**src/rtl/chess_clock_pkg.sv**
```systemverilog
// chess_clock_pkg: shared state, BCD time types and limits for the chess clock
package chess_clock_pkg;
    typedef enum logic [1:0] {IDLE, RUN, PAUSE, TIMEOUT} state_t;
    typedef logic [3:0] bcd_t;
    typedef struct packed {
        bcd_t mins;
        bcd_t tens;
        bcd_t units;
    } bcd_time_t;
    localparam bcd_t MAX_MINS = 4'd9;
    localparam bcd_t MAX_TENS = 4'd5;
    function automatic bcd_time_t to_bcd(int m, int s);
        return {bcd_t'(m), bcd_t'(s / 10), bcd_t'(s % 10)};
    endfunction
endpackage

```
**src/rtl/bcd_time_step.sv**
```systemverilog
// bcd_time_step: one-second BCD decrement then saturating increment, with zero detect
module bcd_time_step
    import chess_clock_pkg::*;
(
    input  logic [11:0] cur,
    input  logic        dec,
    input  logic [3:0]  inc,
    output logic [11:0] nxt,
    output logic        zero
);
    bcd_time_t t, d;
    logic [4:0] u, m;
    logic [3:0] tn;
    logic cu, ct;
    assign t = cur;
    assign d = !dec ? t :
               t.units != 4'd0 ? {t.mins, t.tens, t.units - 4'd1} :
               t.tens != 4'd0 ? {t.mins, t.tens - 4'd1, 4'd9} :
               t.mins != 4'd0 ? {t.mins - 4'd1, MAX_TENS, 4'd9} : t;
    assign zero = dec && d == '0;
    assign u = {1'b0, d.units} + {1'b0, inc};
    assign cu = u > 5'd9;
    assign tn = d.tens + {3'b0, cu};
    assign ct = tn > MAX_TENS;
    assign m = {1'b0, d.mins} + {4'b0, ct};
    assign nxt = zero ? '0 :
                 m > {1'b0, MAX_MINS} ? {MAX_MINS, MAX_TENS, 4'd9} :
                 {m[3:0], ct ? 4'd0 : tn, cu ? 4'(u - 5'd10) : u[3:0]};
endmodule

```
**src/rtl/chess_clock_multi.sv**
```systemverilog
// chess_clock_multi: multi-player BCD countdown game clock with Fischer increment
module chess_clock_multi
    import chess_clock_pkg::*;
#(
    parameter int CLOCK_FREQ    = 50000000,
    parameter int PLAYERS       = 2,
    parameter int INIT_MINS     = 5,
    parameter int INIT_SECS     = 0,
    parameter int INCREMENT_SEC = 0
) (
    input  logic                   clock,
    input  logic                   globalReset,
    input  logic                   timerEnable,
    input  logic                   play,
    input  logic                   turnEnd,
    input  logic                   loadTime,
    output logic [1:0]             activePlayer,
    output logic [4*PLAYERS-1:0]   mins,
    output logic [4*PLAYERS-1:0]   tensSec,
    output logic [4*PLAYERS-1:0]   unitsSec,
    output logic [PLAYERS-1:0]     timeout,
    output logic                   running
);
    localparam int PW = $clog2(CLOCK_FREQ);
    localparam int AW = PLAYERS > 2 ? 2 : 1;
    localparam bcd_time_t INIT = to_bcd(INIT_MINS, INIT_SECS);
    state_t state, state_n;
    logic [PW-1:0] presc;
    bcd_time_t times [PLAYERS];
    logic [11:0] nxt;
    logic go, cnt, tick, turn_ok, inc_on, zero;
    assign go = timerEnable && play;
    assign cnt = state == RUN && go;
    assign tick = cnt && presc == PW'(CLOCK_FREQ - 1);
    assign turn_ok = turnEnd && timerEnable && state != TIMEOUT;
    assign inc_on = turn_ok && state == RUN;
    bcd_time_step u_step (
        .cur (times[activePlayer[AW-1:0]]),
        .dec (tick),
        .inc (inc_on ? bcd_t'(INCREMENT_SEC) : 4'd0),
        .nxt (nxt),
        .zero(zero)
    );
    always_comb
        state_n = zero ? TIMEOUT : state == TIMEOUT ? TIMEOUT : go ? RUN : state == IDLE ? IDLE : PAUSE;
    always_ff @(posedge clock) begin
        if (!globalReset || loadTime) begin
            state <= IDLE;
            presc <= '0;
            activePlayer <= '0;
            timeout <= '0;
            running <= 1'b0;
            for (int p = 0; p < PLAYERS; p++) times[p] <= INIT;
        end else begin
            state <= state_n;
            running <= state_n == RUN;
            if (cnt) presc <= tick ? '0 : presc + PW'(1);
            if (tick || inc_on) times[activePlayer[AW-1:0]] <= nxt;
            if (zero) timeout <= timeout | (PLAYERS'(1) << activePlayer);
            if (turn_ok && !zero) activePlayer <= activePlayer == 2'(PLAYERS - 1) ? 2'd0 : activePlayer + 2'd1;
        end
    end
    for (genvar g = 0; g < PLAYERS; g++) begin : g_out
        assign mins[4*g +: 4] = times[g].mins;
        assign tensSec[4*g +: 4] = times[g].tens;
        assign unitsSec[4*g +: 4] = times[g].units;
    end
endmodule

```
**config.mk**
```make
export PLATFORM = sky130hd
export DESIGN_NAME = chess_clock_multi
export DESIGN_NICKNAME = d
export VERILOG_FILES = /design/src/rtl/chess_clock_pkg.sv /design/src/rtl/bcd_time_step.sv /design/src/rtl/chess_clock_multi.sv
export SDC_FILE = /design/constraint.sdc
export NUM_CORES = 1
export LEC_CHECK = 0
export ABC_AREA = 1
export BUFFER_PORTS_ARGS = -buffer_cell sky130_fd_sc_hd__buf_4
export CORE_UTILIZATION = 40
export DETAILED_ROUTE_END_ITERATION = 10
export GPL_ROUTABILITY_DRIVEN = 1
export PLACE_DENSITY_LB_ADDON = 0.05
export SLEW_MARGIN = 5
export SYNTH_ARGS = -nofsm -noshare
export SYNTH_HDL_FRONTEND = slang
export SYNTH_SLANG_ARGS = --single-unit
```
**constraint.sdc**
```tcl
create_clock -name clock -period 4.5 [get_ports clock]
set_input_delay 0.675 -clock clock [delete_from_list [all_inputs] [get_ports clock]]
set_output_delay 0.675 -clock clock [all_outputs]
set_load 0.005 [all_outputs]
```
**After elaboration in Yosys (flattened, before gate mapping)**

Memories as Yosys holds them, arrays and structs flattened. A register that Yosys moved wholly into a read port is not among the register bits.
Index checks and enable logic that the tools add are counted.

- Flip-flop bits (word level): 33
- Bits in latches: 0
- Bits in writable memories: 24
- ROM bits: 0
- Memories kept: 1

Memory list:

| name | depth | width | read ports | clocked after Yosys merged registers in | wr ports | RTL line | RTL |
|---|---|---|---|---|---|---|---|
| times | 2 | 12 | 3 | 1 | 2 | chess_clock_multi.sv:29 | `bcd_time_t times [PLAYERS];` |

- Add/sub/neg operators: 8
- Multipliers: 0
- Div/mod/pow operators: 0
- Order comparisons: 3
- Eq/ne operators: 6
- Shift operators: 1
- Muxes and demuxes: 24
- Bitwise gates (word level): 1
- Reductions and logical operators: 18

Operators with widths:

| cell | count |
|---|---|
| two-way mux 12 bit | 7 |
| adder 26 x 1 -> 26 bit (second input constant) | 1 |
| == test 26 bit (second input constant) | 1 |
| two-way mux 26 bit | 1 |
| logical NOT 12 bit | 1 |
| nonzero test 4 bit | 3 |
| OR reduction 12 bit | 1 |
| subtractor 4 x 1 -> 4 bit (second input constant) | 3 |
| two-way mux 2 bit | 5 |
| two-way mux 1 bit | 9 |
| logical AND 1 bit | 8 |
| two-way mux 4 bit | 2 |
| == test 2 x 1 -> 1 bit (second input constant) | 3 |
| adder 4 x 1 -> 5 bit | 1 |
| > comparator 5 x 4 -> 1 bit (second input constant) | 1 |
| adder 4 x 1 -> 4 bit | 1 |
| > comparator 4 x 3 -> 1 bit (second input constant) | 1 |
| > comparator 4 bit (second input constant) | 1 |
| subtractor 4 bit (second input constant) | 1 |
| adder 2 x 1 -> 2 bit (second input constant) | 1 |
| == test 2 bit (second input constant) | 1 |
| logical NOT 1 bit | 2 |
| logical NOT 2 bit | 1 |
| logical OR 1 bit | 2 |
| 3 further kinds | 3 |

**Depth between registers and ports, before layout**

- Depth in word-level cells: 13
- Gate-level depth with buffers: 35
- Mapped depth without buffers: 33

**Hierarchy**

A second synthesis with hierarchy kept.

- Cells, all modules: 557
- Area, all modules: 4052.6 um2

Modules (own cells, without submodules):

| module | times used | cells an instance | area an instance (um2) |
|---|---|---|---|
| chess_clock_multi | 1 | 347 | 2805.2 |
| bcd_time_step | 1 | 210 | 1247.4 |

**Worst setup path after synthesis**

Ideal clock, no wire load.

- Kind: reg2reg
- From: reg with a tool-made name
- To: mem times[1][8] (netlist name) (data pin)
- Setup time: 0.263 ns
- Data arrival time: 3.418 ns
- Data required time: 4.237 ns
- Setup slack: 0.818 ns
- Stages on the path, launching flop included: 32
- Path buffers: 2
- Clock period less this slack: 3.682 ns
- Cells stage by stage: dfxtp_1 -> buf_6 -> inv_4 -> buf_6 -> nand2_1 -> nand2_1 -> ha_1 -> nand3_1 -> nor2_1 -> nand2_1 -> nand3_1 -> nand3_1 -> nand2_1 -> nor2_1 -> inv_1 -> nand2_1 -> inv_1 -> ha_1 -> ha_1 -> xnor2_1 -> nand2_1 -> nand2_1 -> ha_1 -> ha_1 -> inv_1 -> nand2_1 -> nand2_1 -> nand3_1 -> nand2_4 -> nand2_1 -> nand2_1 -> nand2_1

RTL lines:

| element | RTL line |
|---|---|
| end: declaration | chess_clock_multi.sv:29 |

==> impl_metrics.csv <==
group,metric,value,unit
sta,hold_viol_final,0,
sta,tightest_slew,630,ps
placed_design,gp_congestion,0.887,
cells_and_area,fin_nets,644,
routing,drt_iter0_drc,194,
setup_path,cpMostUsedCell,"nand2_1",
sta,tns,0,ps
grt,antenna_found_initial,0,
sta,finalCritPeriodShare,91.2,%
pwr,p_leak,2.06,nW
clock_tree,clk_pin_slew,70,ps
outcome,outcome,"complete, no violations",
clock_tree,htreeDepth,3,
sta,max_freq,244,MHz
routing,drt-total-wl,9950,um
grt,grt_first_pass_wirelength,16800,um
job,maxCapViolations,0,
setup_path,slowest_stage,"dfxtp_2",
sta,worst_slack,396,ps
setup_path,critPathBufInv,4,
synthesis,ys_seq_area_share,35.9,%
sta,slew_violations,0,
clock_tree,cts_hold_buf,0,
setup_path,cp-end-kind,"flop",
pwr,max-vdd-ir-drop,0.000144,V
sta,fin_skew,12.8,ps
routing,drt_first_pass_iters,5,
grt,track_usage,21.3,%
routing,viasPerCell,4.90,
floorplanning,design.core.area,9330,um2
clock_tree,cts_tree,"yes",
sta,setup_violations,0,
grt,grt_pass1_vias,3508,
floorplanning,die_width,101,um
setup_path,cp.required,4580,ps
floorplanning,dieArea,10100,um2
cells_and_area,antenna_cells,0,
floorplanning,row_count,35,
floorplanning,die_y,101,um
clock_tree,cts_buffers,9,
sta,rsz0062_at_grt,"false",
setup_path,cp-start-kind,"flop",
placed_design,dp.cells,744,
cells_and_area,final_common_cell,"nand2_1",
synthesis,syn_avg_cell_area,6.68,um2
cells_and_area,area_growth_syn_to_layout,15.2,%
synthesis,synth_cells,584,
clock_tree,cts_root_buffer,"clkbuf_8",
placed_design,pre_cts_slack,188,ps
routing,post_drt_wl_per_cell,13.1,um
setup_path,criticalPathCategory,"reg -> reg",
floorplanning,boundaryPins,35,
setup_path,crit_arrival,4190,ps
grt,grt_max_degree,17,
clock_tree,cts_sinks,58,
cells_and_area,fin_cells,760,
setup_path,path_max_fanout,11,
clock_tree,cts_buffer_depth,2,
floorplanning,initial_utilization,41.8,%
cells_and_area,fin_util,48.2,%
pwr,cellPowerDensity,273,nW/um2
clock_tree,clk_latency,340,ps
pwr,totalPowerFinal,1.22,mW
sta,relSlewSlack,57.9,%
grt,grt_overflow,0,
sta,min_period,4100,ps
placed_design,hpwl,7800,um
synthesis,ys_warn_count,0,
cells_and_area,layout-drive-gt1-share,13.6,%
routing,antenna_left,0,
setup_path,max_stage_delay,370,ps
synthesis,synth_cell_types,41,
clock_tree,cts_setup_buffers,0,
synthesis,ys_ff_latch,58,
routing,drc,0,
setup_path,critical-path-top-delay-family,"simple AND/OR/NAND/NOR gates",
placed_design,portBuffers,34,
cells_and_area,final_cell_mix,"164 x nand2_1, 97 x inv_1, 67 x nor2_1",
synthesis,mappedNetlistArea,3900,um2
routing,num_vias,3723,
hold_path,hp-class,"reg -> reg",
cell type report:
class | count | area [um2]
clock buffers | 13 | 159
fillers | 957 | 4830
inverters | 102 | 385
clock inverters | 3 | 40.0
multi-input cells | 418 | 2070
well taps | 129 | 161
repair buffers | 37 | 278
flip-flops and latches | 58 | 1400
synthesized netlist by cell type (all sizes together):
cell type | count | area share (%)
o31ai | 1 | 0.19
dfxtp | 34 | 17
a211oi | 2 | 0.38
o21ai | 16 | 2.2
clkinv | 2 | 0.19
and2 | 2 | 0.32
a21oi | 24 | 3.1
a22oi | 2 | 0.38
edfxtp | 24 | 18
ha | 12 | 3.8
xor2 | 2 | 0.45
a221oi | 1 | 0.22
nand3b | 3 | 0.58
nand3 | 60 | 8.7
or2 | 1 | 0.16
inv | 100 | 9.7
xnor2 | 1 | 0.22
clkbuf | 2 | 0.19
nor2 | 79 | 8.8
nor3b | 1 | 0.19
buf | 5 | 1.3
and3 | 1 | 0.16
nand2 | 173 | 17
nand4 | 14 | 2.2
nor3 | 17 | 2.4
a31oi | 2 | 0.32
nor4 | 1 | 0.16
o21a | 1 | 0.19
conb | 1 | 0.096
cells by family (layout without fill, tap and decap cells):
logic type | Yosys count | after routing | share of synthesized area (%)
xor+xnor | 3 | 3 | 0.674
flops | 58 | 58 | 35.9
other cells | 1 | 2 | 0.0962
simple gates | 352 | 352 | 41.1
fa+ha+maj | 12 | 12 | 3.85
buf+inv | 109 | 155 | 11.3
compound gates | 49 | 49 | 7.03
worst register-to-register path: cells and delay by family (launching register included):
| family | cells | cell delay, ps |
|---|---|---|
| and+or+nand+nor | 19 | 1820 |
| buffers and inverters | 4 | 350 |
| xor gates and xnor gates | 1 | 140 |
| adders and majority gates | 5 | 1150 |
| DFF | 1 | 370 |
final timing paths:
path / cells after the start / end / slack [ps] / startpoint
worst max register to register: 29 / times[1][8] / 400 / flop
worst min-delay path: 1 / presc[24] / 440 / presc[24]
worst min register to register: 1 / presc[24] / 440 / presc[24]
worst max-delay path: 29 / times[1][8] / 400 / flop
repair_timing:
item | in CTS | in global routing
gates resized for setup | 0 | 4
hold endpoints to repair | 0 | 0
setup endpoints to repair | 0 | 20
routing by layer:
layer  vias to the layer above  track usage (%)  share of wire, %
li1                       1951                -                 -
met1                      1682             29.7                51
met2                        78             33.1                44
met3                        12             3.61               4.0
met4                         0             7.92               1.4
met5                         -                0                 0
through the flow:
stage               hold WS [ps]  area, um2
finish                       445       4490
global route                 489       4490
CTS                          449       4490
detailed placement           439       4290
global placement             437       4290
floorplan                    422       3900
state kept, by name (all words and copies together) (netlist names), named ones only:
name / count
activePlayer: 2
presc: 26
running: 1
state: 2
timeout: 2
times: 24
report_power, final:
| group | leakage [nW] | internal, mW | switching (mW) | total, mW |
|---|---|---|---|---|
| Clock | 0.103 | 0.285 | 0.220 | 0.505 |
| Combinational | 1.43 | 0.0545 | 0.101 | 0.155 |
| Sequential | 0.525 | 0.556 | 0.00790 | 0.564 |
No activity file was read; power rests on OpenSTA's default activity.
